**src/rtl/fifo_rd_stream_adapter.sv**
```systemverilog
// Purpose: drains a synchronous FIFO (registered data_out) into a valid/ready stream framed into BURST_LEN-beat bursts.
// Latency: fifo_r_en in cycle N -> fifo_data captured in N+1 -> m_valid in N+2; 1 word/cycle sustained.
// Backpressure: 2-entry skid buffer; reads are issued only when buffer + in-flight read leave room, so no word is ever lost.
//
// Ports:
//   clk, rst_n       single clock, asynchronous active-low reset (shared with the FIFO)
//   fifo_empty       FIFO empty flag
//   fifo_r_en        FIFO read enable (combinational, forced low in reset)
//   fifo_data        FIFO registered read data, meaningful the cycle after fifo_r_en
//   m_valid/m_ready  output stream handshake
//   m_data           output word (buffer head)
//   m_last           high on the final beat of each burst
//   beats_total      accepted-beat count, only when FIFO_DRAIN_STAT_EN is defined
module fifo_rd_stream_adapter #(
    parameter int DATA_WIDTH = 32,
    parameter int BURST_LEN  = 8
) (
    input  logic                  clk,
    input  logic                  rst_n,
    input  logic                  fifo_empty,
    output logic                  fifo_r_en,
    input  logic [DATA_WIDTH-1:0] fifo_data,
    output logic                  m_valid,
    input  logic                  m_ready,
    output logic [DATA_WIDTH-1:0] m_data,
    output logic                  m_last
`ifdef FIFO_DRAIN_STAT_EN
    ,
    output logic [31:0]           beats_total
`endif
);

    localparam int              BW        = (BURST_LEN > 1) ? $clog2(BURST_LEN) : 1;
    localparam logic [BW-1:0]   LAST_BEAT = BW'(BURST_LEN - 1);

    logic                  inflight;
    logic [1:0]            count;
    logic                  head;
    logic                  tail;
    logic [DATA_WIDTH-1:0] obuf [2];
    logic [BW-1:0]         beat_cnt;

    logic                  pop;
    logic                  push;
    logic [2:0]            occ;

    assign pop  = m_valid && m_ready;
    // The word read last cycle lands this cycle.
    assign push = inflight;

    // Occupancy after this cycle's push/pop; a new read is only safe if it
    // will still find a free slot when its data arrives next cycle.
    assign occ       = {1'b0, count} + {2'b0, inflight} - {2'b0, pop};
    assign fifo_r_en = rst_n && !fifo_empty && (occ < 3'd2);

    assign m_valid = (count != 2'd0);
    assign m_data  = obuf[head];
    assign m_last  = (beat_cnt == LAST_BEAT) && m_valid;

    always_ff @(posedge clk or negedge rst_n) begin
        if (!rst_n) begin
            inflight <= 1'b0;
            count    <= 2'd0;
            head     <= 1'b0;
            tail     <= 1'b0;
            obuf[0]  <= '0;
            obuf[1]  <= '0;
            beat_cnt <= '0;
        end else begin
            inflight <= fifo_r_en;
            if (push) begin
                obuf[tail] <= fifo_data;
                tail       <= ~tail;
            end
            if (pop) begin
                head     <= ~head;
                beat_cnt <= (beat_cnt == LAST_BEAT) ? '0 : beat_cnt + BW'(1);
            end
            case ({push, pop})
                2'b10:   count <= count + 2'd1;
                2'b01:   count <= count - 2'd1;
                default: count <= count;
            endcase
        end
    end

`ifdef FIFO_DRAIN_STAT_EN
    always_ff @(posedge clk or negedge rst_n) begin
        if (!rst_n) begin
            beats_total <= 32'd0;
        end else if (pop) begin
            beats_total <= beats_total + 32'd1;
        end
    end
`endif

endmodule

```
**config.mk**
```make
export PLATFORM = sky130hd
export DESIGN_NAME = fifo_rd_stream_adapter
export DESIGN_NICKNAME = d
export VERILOG_FILES = /design/src/rtl/fifo_rd_stream_adapter.sv
export SDC_FILE = /design/constraint.sdc
export NUM_CORES = 1
export LEC_CHECK = 0
export BUFFER_PORTS_ARGS = -buffer_cell sky130_fd_sc_hd__buf_4
export CAP_MARGIN = 5
export CORE_MARGIN = 5
export CORE_UTILIZATION = 58
export CTS_CLUSTER_DIAMETER = 50
export DETAILED_ROUTE_END_ITERATION = 10
export GPL_ROUTABILITY_DRIVEN = 0
export HOLD_SLACK_MARGIN = 0.15
export PLACE_DENSITY_LB_ADDON = 0.15
export SYNTH_ARGS = -nofsm -noshare
export SYNTH_HDL_FRONTEND = slang
export SYNTH_SLANG_ARGS = --single-unit
```
**constraint.sdc**
```tcl
create_clock -name clk -period 2.9 [get_ports clk]
set_input_delay 0.145 -clock clk [delete_from_list [all_inputs] [get_ports clk]]
set_output_delay 0.145 -clock clk [all_outputs]
set_load 0.05 [all_outputs]
```
==> results of run 1 <==
## synthesized netlist by cell type, drive strengths merged
| cell type | count |
|---|---|
| mux2 | 97 |
| dfrtp | 72 |
| buf | 11 |
| nand2 | 4 |
| o21ai | 3 |
| ha | 2 |
| nand2b | 2 |
| nor2 | 2 |
| nor2b | 2 |
| nor3 | 2 |
| xnor2 | 2 |
| xor2 | 2 |
| a21o | 1 |
| a21oi | 1 |
| and2 | 1 |
| and3b | 1 |
| clkbuf | 1 |
| fa | 1 |
| mux2i | 1 |
| or2 | 1 |
## layer usage
metal	GRT usage, %	up-vias	wire (um)
li1	-	958	-
met5	0	-	0
met4	9.64	0	144
met2	32.2	49	3400
met3	3.94	11	283
met1	26.4	1018	3030
## layout make-up
class                   count  share of cell area, %
repair buffers            110                   21.0
clock inverters             6                   1.85
clock buffers              10                   3.09
well taps                  72                   2.02
multi-input cells         125                   31.6
flip-flops and latches     72                   40.4
## stage by stage
step           std cells  cell area [um^2]  hold WS (ns)  worst slack [ns]  util [%]
6_report             395              4460         0.176             0.509      80.4
2_1_floorplan        209              3310        -0.151             0.210         -
3_5_place_dp         345              3900         0.128             0.837      70.3
3_3_place_gp         345              3900         0.125             0.954      70.3
5_1_grt              395              4460         0.182             0.340      80.4
4_1_cts              395              4460         0.155             0.476      80.4
## kinds of logic after synthesis
group	count (synthesis)	share of synthesized area [%]
flip-flops	72	54.5
buffers and inverters	12	2.95
AO/OA/AOI/OAI	5	0.832
multiplexers	98	36.7
adder cells (fa/ha/maj)	3	1.36
XOR/XNOR	4	1.06
AND/OR/NAND/NOR	15	2.61
## critical path: cells and delay by family (launching register included)
kind            cells  cell delay (ns)
xor+xnor            1             0.15
simple gates        2             0.52
buf+inv             1             0.25
flops               1             0.49
compound gates      1             0.11
fa+ha+maj           1             0.39
## state kept, by name, summed over array words and instances (netlist names)
register / flops
beat_cnt: 3
head: 1
count: 2
inflight: 1
tail: 1
obuf: 64
## how the worst min path moves through the flow
stage / endpoint / slack (ns) / cells past startpoint
3_3_place_gp: obuf[6]$_DFFE_PN0P_ / 0.12 / 1
2_1_floorplan: beat_cnt[0]$_DFFE_PN0P_ / -0.15 / 0
4_1_cts: count[1]$_DFFE_PN0P_ / 0.15 / 4
5_1_grt: count[1]$_DFFE_PN0P_ / 0.18 / 4
6_report: count[1]$_DFFE_PN0P_ / 0.18 / 4
3_5_place_dp: obuf[6]$_DFFE_PN0P_ / 0.13 / 1
## what timing repair did
item / in CTS / in global routing
hold buffers: 34 / 0
hold endpoints to repair: 99 / 0
gates resized for setup: 0 / 0
==> reports/metrics.yaml, run 1 <==
critical_path:
  cp_slowest_stage_delay_ns: 0.49
  crit_required_ns: 2.76
  r2r_cells: 3
  r2r_end: "obuf[47]$_DFFE_PN0P_"
  cp-start-kind: "flop"
  cpMaxStageDelayCell: "dfrtp_1"
  r2r-start: "inflight$_DFF_PN0_"
  endpoint: "fifo_r_en"
  crit_fanout: 8
  arrival_ns: 2.25
  worstSetupStartpoint: "count[1]$_DFFE_PN0P_"
  critPathKind: "reg2out"
  endpoint_kind: "output pin"
  cp_cell_sequence: "and3b_1 > o21ai_0 > fa_1 > xor2_1 > nor3_1 > buf_4"
  rrSetupSlack_ns: 1.09
die:
  die-area_mm2: 0.00731
  std_cell_rows: 27
  die_h_um: 85.5
  initial_utilization_pct: 59.7
  pin_count: 71
  core_mm2: 0.00554
  die_w_um: 85.5
final_layout:
  nFillCells: 325
  area_delta_synth_final_pct: 34.7
  mostFrequentLayoutCell: "buf_4"
  diodes: 0
  multi_input_area_mm2: 0.00141
  drive_above_1_share_pct: 59.1
  mostFrequentLayoutCells: "74 x buf_4, 72 x dfrtp_1, 67 x mux2_2"
  finalNetCount: 357
  seq_area_mm2: 0.00180
global_routing:
  grt_usage_pct: 20.1
  grt-ovfl-total: 0
  grt_pass1_wl_um: 11300
  antenna_found_initial: 0
  grt_pass1_vias: 2211
  grt_max_degree: 39
cts:
  clock-sinks: 72
  cts_tree: "yes"
  cts_buffer_depth: 2
  cts-root-buf: "clkbuf_8"
  post_cts_buffers: 0
  cts_buffers: 9
  clock_latency_ns: 0.34
  cts_max_level: 3
  cts.clk_slew.worst_paths_ns: 0.07
logic_synthesis:
  synth_seq_area_share_pct: 54.5
  synth_area_mm2: 0.00331
  ys_ff_latch: 72
  synthDistinctLibCells: 25
  yosysWarnings: 0
  synth_largest_area_cell: "dfrtp_1"
  avgSynthCellArea_um2: 15.8
  synth.area.top_cells: "dfrtp_1 54%, mux2_2 23%, mux2_4 14%"
  yosys.area.top_type_share_pct: 54.5
  syn_nets: 248
  syn_inst: 209
timing:
  hold_violations: 0
  fmax_mhz: 418
  tns_ns: 0
  relSlewSlack_pct: 56.6
  worst_pin_slew_ns: 0.650
  drv_slew: 0
  period_share_pct: 82.5
  rsz0062_at_grt: "no"
  worst_clock_skew_ns: 0.00978
  min_period_ns: 2.39
  setup_viol: 0
drt:
  num_vias: 2036
  drc: 0
  wirelength_um: 6860
  ant_nets: 0
  avgRoutedWirePerCell_um: 17.4
  drt_iter0_drc: 63
  viasPerCell: 5.15
  drt_pass1_iterations: 3
worst_hold_path:
  hp-start: "m_ready"
  hp-class: "in2reg"
place:
  port_buffers: 70
  hpwl_um: 4140
run_status:
  status: "finished, final reports clean"
flow_run:
  maxCapViolCount: 0
Power of run 1 is not shown: default switching activity piles up to over one toggle a cycle in this logic, so the estimate is an artifact.
==> inputs of run 2 (changes only) <==
--- a/config.mk
+++ b/config.mk
@@ -8,7 +8,7 @@
 export BUFFER_PORTS_ARGS = -buffer_cell sky130_fd_sc_hd__buf_4
 export CAP_MARGIN = 5
 export CORE_MARGIN = 5
-export CORE_UTILIZATION = 58
+export CORE_UTILIZATION = 54
 export CTS_CLUSTER_DIAMETER = 50
 export DETAILED_ROUTE_END_ITERATION = 10
 export GPL_ROUTABILITY_DRIVEN = 0
==> constraint.sdc (replaced) <==
create_clock -name clk -period 2.3 [get_ports clk]
set_input_delay 0.115 -clock clk [delete_from_list [all_inputs] [get_ports clk]]
set_output_delay 0.115 -clock clk [all_outputs]
set_load 0.05 [all_outputs]
==> reports/metrics.yaml, run 2 (synthesized netlist as in run 1, its figures left out) <==
drt:
  drt_iter0_drc: 39
  num_vias: 2022
  drt_pass1_iterations: 3
  avgRoutedWirePerCell_um: 16.5
  ant_nets: 0
  drc: 0
  wirelength_um: 6600
  viasPerCell: 5.06
die:
  die_w_um: 88.3
  die_h_um: 88.3
  pin_count: 71
  core_mm2: 0.00596
  std_cell_rows: 28
  initial_utilization_pct: 55.5
  die-area_mm2: 0.00779
timing:
  rsz0062_at_grt: "yes"
  whs_ns: 0.268
  period_share_pct: 96.1
  fmax_mhz: 452
  hold_violations: 0
  drv_slew: 0
  relSlewSlack_pct: 66.6
  worst_clock_skew_ns: 0.00771
  worst_pin_slew_ns: 0.501
  setup_viol: 0
  min_period_ns: 2.21
final_layout:
  drive_above_1_share_pct: 60.3
  mostFrequentLayoutCell: "buf_4"
  diodes: 0
  area_delta_synth_final_pct: 35.1
  largest_reg_flops: 64
  finalNetCount: 361
  fin_util_pct: 75.0
  mostFrequentLayoutCells: "77 x buf_4, 71 x dfrtp_1, 67 x mux2_2"
  final_area_mm2: 0.00447
  instances_no_fill: 400
  reg_top3: "obuf (64), beat_cnt (3), count (2)"
  regMostFlops: "obuf"
place:
  place_area_mm2: 0.00390
  placed_cells: 349
  hpwl_um: 4190
  port_buffers: 70
global_routing:
  grt_pass1_wl_um: 11000
  grt_usage_pct: 18.9
  grt_pass1_vias: 2245
  grt-ovfl-total: 0
  antenna_found_initial: 0
  grt_max_degree: 41
cts:
  cts_buffers: 9
  cts_max_level: 3
  cts_tree: "yes"
  cts.clk_slew.worst_paths_ns: 0.07
  cts_buffer_depth: 2
  cts-root-buf: "clkbuf_8"
  clock-sinks: 72
  clock_latency_ns: 0.34
critical_path:
  critPathKind: "reg2out"
  crit_required_ns: 2.18
  endpoint_kind: "output pin"
  crit_fanout: 5
  cp-start-kind: "flop"
  arrival_ns: 2.10
run_status:
  status: "finished, final reports clean"
flow_run:
  maxCapViolCount: 0
worst_hold_path:
  hp-class: "in2async"
[run 2: cell types whose count changed in the layout (fill, tap and decap cells not counted), sizes merged]
cell	change
clkinv	-2
dlygate4sd3	+1
buf	+3
bufinv	-1
clkbuf	+1
[run 2: area by class of cell]
cell class / count / area (um^2)
clock buffer: 11 / 151
clock inverter: 3 / 42.5
fill: 408 / 1490
multi-input combinational: 125 / 1420
sequential: 72 / 1800
tap: 75 / 93.8
timing repair buffer: 114 / 960
[run 2: path summary, 6_finish.rpt]
kind,startpoint,end,slack [ns],depth (start not counted)
setup / recovery,count[0]$_DFFE_PN0P_,fifo_r_en,0.09,6
hold / removal,rst_n,obuf[34]$_DFFE_PN0P_,0.27,2
setup reg to reg,count[0]$_DFFE_PN0P_,inflight$_DFF_PN0_,0.63,5
hold reg to reg,beat_cnt[1]$_DFFE_PN0P_,beat_cnt[1]$_DFFE_PN0P_,0.50,2
max in group asynchronous,rst_n,count[1]$_DFFE_PN0P_,1.12,3
min in group clk,fifo_empty,inflight$_DFF_PN0_,0.48,3
[run 2: critical path, cell delays in order, from the launching register on]
cell and delay [ns]:
dfrtp_1 0.40, and3b_2 0.28, o21ai_0 0.10, fa_1 0.41, xor2_1 0.16, nor3_2 0.21
buf_6 0.19
[run 2: repair_timing]
action / CTS / global route
pin swaps: 0 / 0
buffers inserted: 0 / 2
hold buffers: 35 / 0
endpoints found under the setup margin: 1 / 1
endpoints found under the hold margin: 98 / 0
resized for setup: 1 / 3
[run 2: per-stage QoR]
| step | setup TNS, ns | setup slack [ns] |
|---|---|---|
| floorplan | 0 | 0.0920 |
| global placement | 0 | 0.422 |
| detailed placement | 0 | 0.352 |
| CTS | 0 | 0.0459 |
| global route | -0.0256 | -0.0256 |
| finish | 0 | 0.0888 |
[run 2: per-layer routing]
layer,part of all wire (%),GRT usage (%),up-vias
met5,0,0,-
met4,1.6,8.65,0
met3,5.0,4.19,10
met2,49,30.7,47
met1,44,24.3,1000
li1,-,-,965
Power of run 2 is left out for the same reason.
==> inputs of run 3 (changes only) <==
--- a/config.mk
+++ b/config.mk
@@ -8,7 +8,7 @@
 export BUFFER_PORTS_ARGS = -buffer_cell sky130_fd_sc_hd__buf_4
 export CAP_MARGIN = 5
 export CORE_MARGIN = 5
-export CORE_UTILIZATION = 54
+export CORE_UTILIZATION = 45
 export CTS_CLUSTER_DIAMETER = 50
 export DETAILED_ROUTE_END_ITERATION = 10
 export GPL_ROUTABILITY_DRIVEN = 0
==> reports/metrics.yaml, run 3 (synthesized netlist as in run 1, its figures left out) <==
timing:
  worst_pin_slew_ns: 0.491
  setup_viol: 0
  worst_clock_skew_ns: 0.0103
  whs_ns: 0.373
  drv_slew: 0
  period_share_pct: 95.7
  min_period_ns: 2.20
  tns_ns: 0
  fmax_mhz: 454
  relSlewSlack_pct: 67.3
  hold_violations: 0
final_layout:
  largest_reg_flops: 64
  area_delta_synth_final_pct: 35.0
  finalNetCount: 361
  nFillCells: 599
  instances_no_fill: 426
  final_area_mm2: 0.00447
  reg_top3: "obuf (64), beat_cnt (3), count (2)"
  drive_above_1_share_pct: 60.9
  mostFrequentLayoutCells: "78 x buf_4, 71 x dfrtp_1, 67 x mux2_2"
  diodes: 0
  mostFrequentLayoutCell: "buf_4"
  regMostFlops: "obuf"
drt:
  drt_iter0_drc: 31
  drc: 0
  viasPerCell: 4.78
  wirelength_um: 6700
  num_vias: 2036
  ant_nets: 0
  avgRoutedWirePerCell_um: 15.7
  drt_pass1_iterations: 4
critical_path:
  r2r-start: "count[1]$_DFFE_PN0P_"
  r2r_cells: 6
  rrSetupSlack_ns: 0.50
  arrival_ns: 2.09
  cp-start-kind: "flop"
  r2r_end: "inflight$_DFF_PN0_"
  crit_fanout: 5
  critPathKind: "reg2out"
  crit_required_ns: 2.18
  endpoint_kind: "output pin"
die:
  initial_utilization_pct: 45.9
  die-area_mm2: 0.00917
  die_w_um: 95.7
  pin_count: 71
  std_cell_rows: 31
  die_h_um: 95.7
  core_mm2: 0.00721
run_status:
  status: "finished, final reports clean"
global_routing:
  antenna_found_initial: 0
  grt_usage_pct: 15.6
  grt_pass1_wl_um: 10800
  grt_max_degree: 40
  grt_pass1_vias: 2215
  grt-ovfl-total: 0
place:
  placed_cells: 374
  port_buffers: 70
  hpwl_um: 4240
  place_area_mm2: 0.00393
cts:
  cts.clk_slew.worst_paths_ns: 0.08
  clock-sinks: 72
  cts_max_level: 3
  cts_buffer_depth: 2
  cts-root-buf: "clkbuf_8"
  cts_buffers: 9
  cts_tree: "yes"
  clock_latency_ns: 0.34
flow_run:
  maxCapViolCount: 0
worst_hold_path:
  hp-class: "in2async"
==> run 3: changes by cell type in the layout (fill, tap and decap cells not counted), sizes merged <==
cell | previous run | this run
bufinv | 1 | 0
clkbuf | 11 | 9
clkinv | 1 | 4
inv | 0 | 1
clkinvlp | 1 | 2
==> run 3: layer usage <==
metal	up-vias	share of wire [%]	track usage (%)
li1	959	-	-
met1	1020	47	20.7
met2	48	47	24.9
met3	9	4.7	4.07
met4	0	1.2	5.69
met5	-	0	0
==> run 3: critical path, cell delays in order (launching register included) <==
cell and delay [ns]:
dfrtp_1 0.41, and3b_2 0.28, o21ai_0 0.12, fa_2 0.54, nand2_1 0.06, nor3_2 0.16, buf_6 0.19
==> run 3: cell type report <==
type	count	area (um^2)	area share, %
Timing Repair Buffer	114	947	21.2
Multi-Input combinational cell	125	1420	31.8
Sequential cell	72	1800	40.4
Clock buffer	9	124	2.77
Clock inverter	7	47.5	1.06
Tap cell	99	124	2.77
==> run 3: metrics by stage <==
stage / util [%] / worst slack [ns]
after global routing: 61.9 / -0.0118
after CTS: 61.7 / 0.0656
final: 61.9 / 0.0995
after detailed placement: 54.4 / 0.380
after floorplan: - / 0.0920
after global placement: 54.4 / 0.426
==> run 3: worst max-delay path by stage <==
stage                               from                 end  slack [ns]  cells past startpoint
floorplan           count[1]$_DFFE_PN0P_  inflight$_DFF_PN0_        0.09                      5
global placement    count[1]$_DFFE_PN0P_           fifo_r_en        0.43                      6
detailed placement  count[1]$_DFFE_PN0P_           fifo_r_en        0.38                      6
CTS                 count[0]$_DFFE_PN0P_           fifo_r_en        0.07                      6
global route        count[1]$_DFFE_PN0P_           fifo_r_en       -0.01                      6
finish              count[0]$_DFFE_PN0P_           fifo_r_en         0.1                      6
==> run 3: repair_timing <==
action	CTS	global route
endpoints found under the setup margin	1	1
setup buffers	0	1
gates resized for setup	1	4
hold buffers	35	0
pin swaps	0	1
hold endpoints to repair	138	0
Power of run 3 is left out for the same reason.
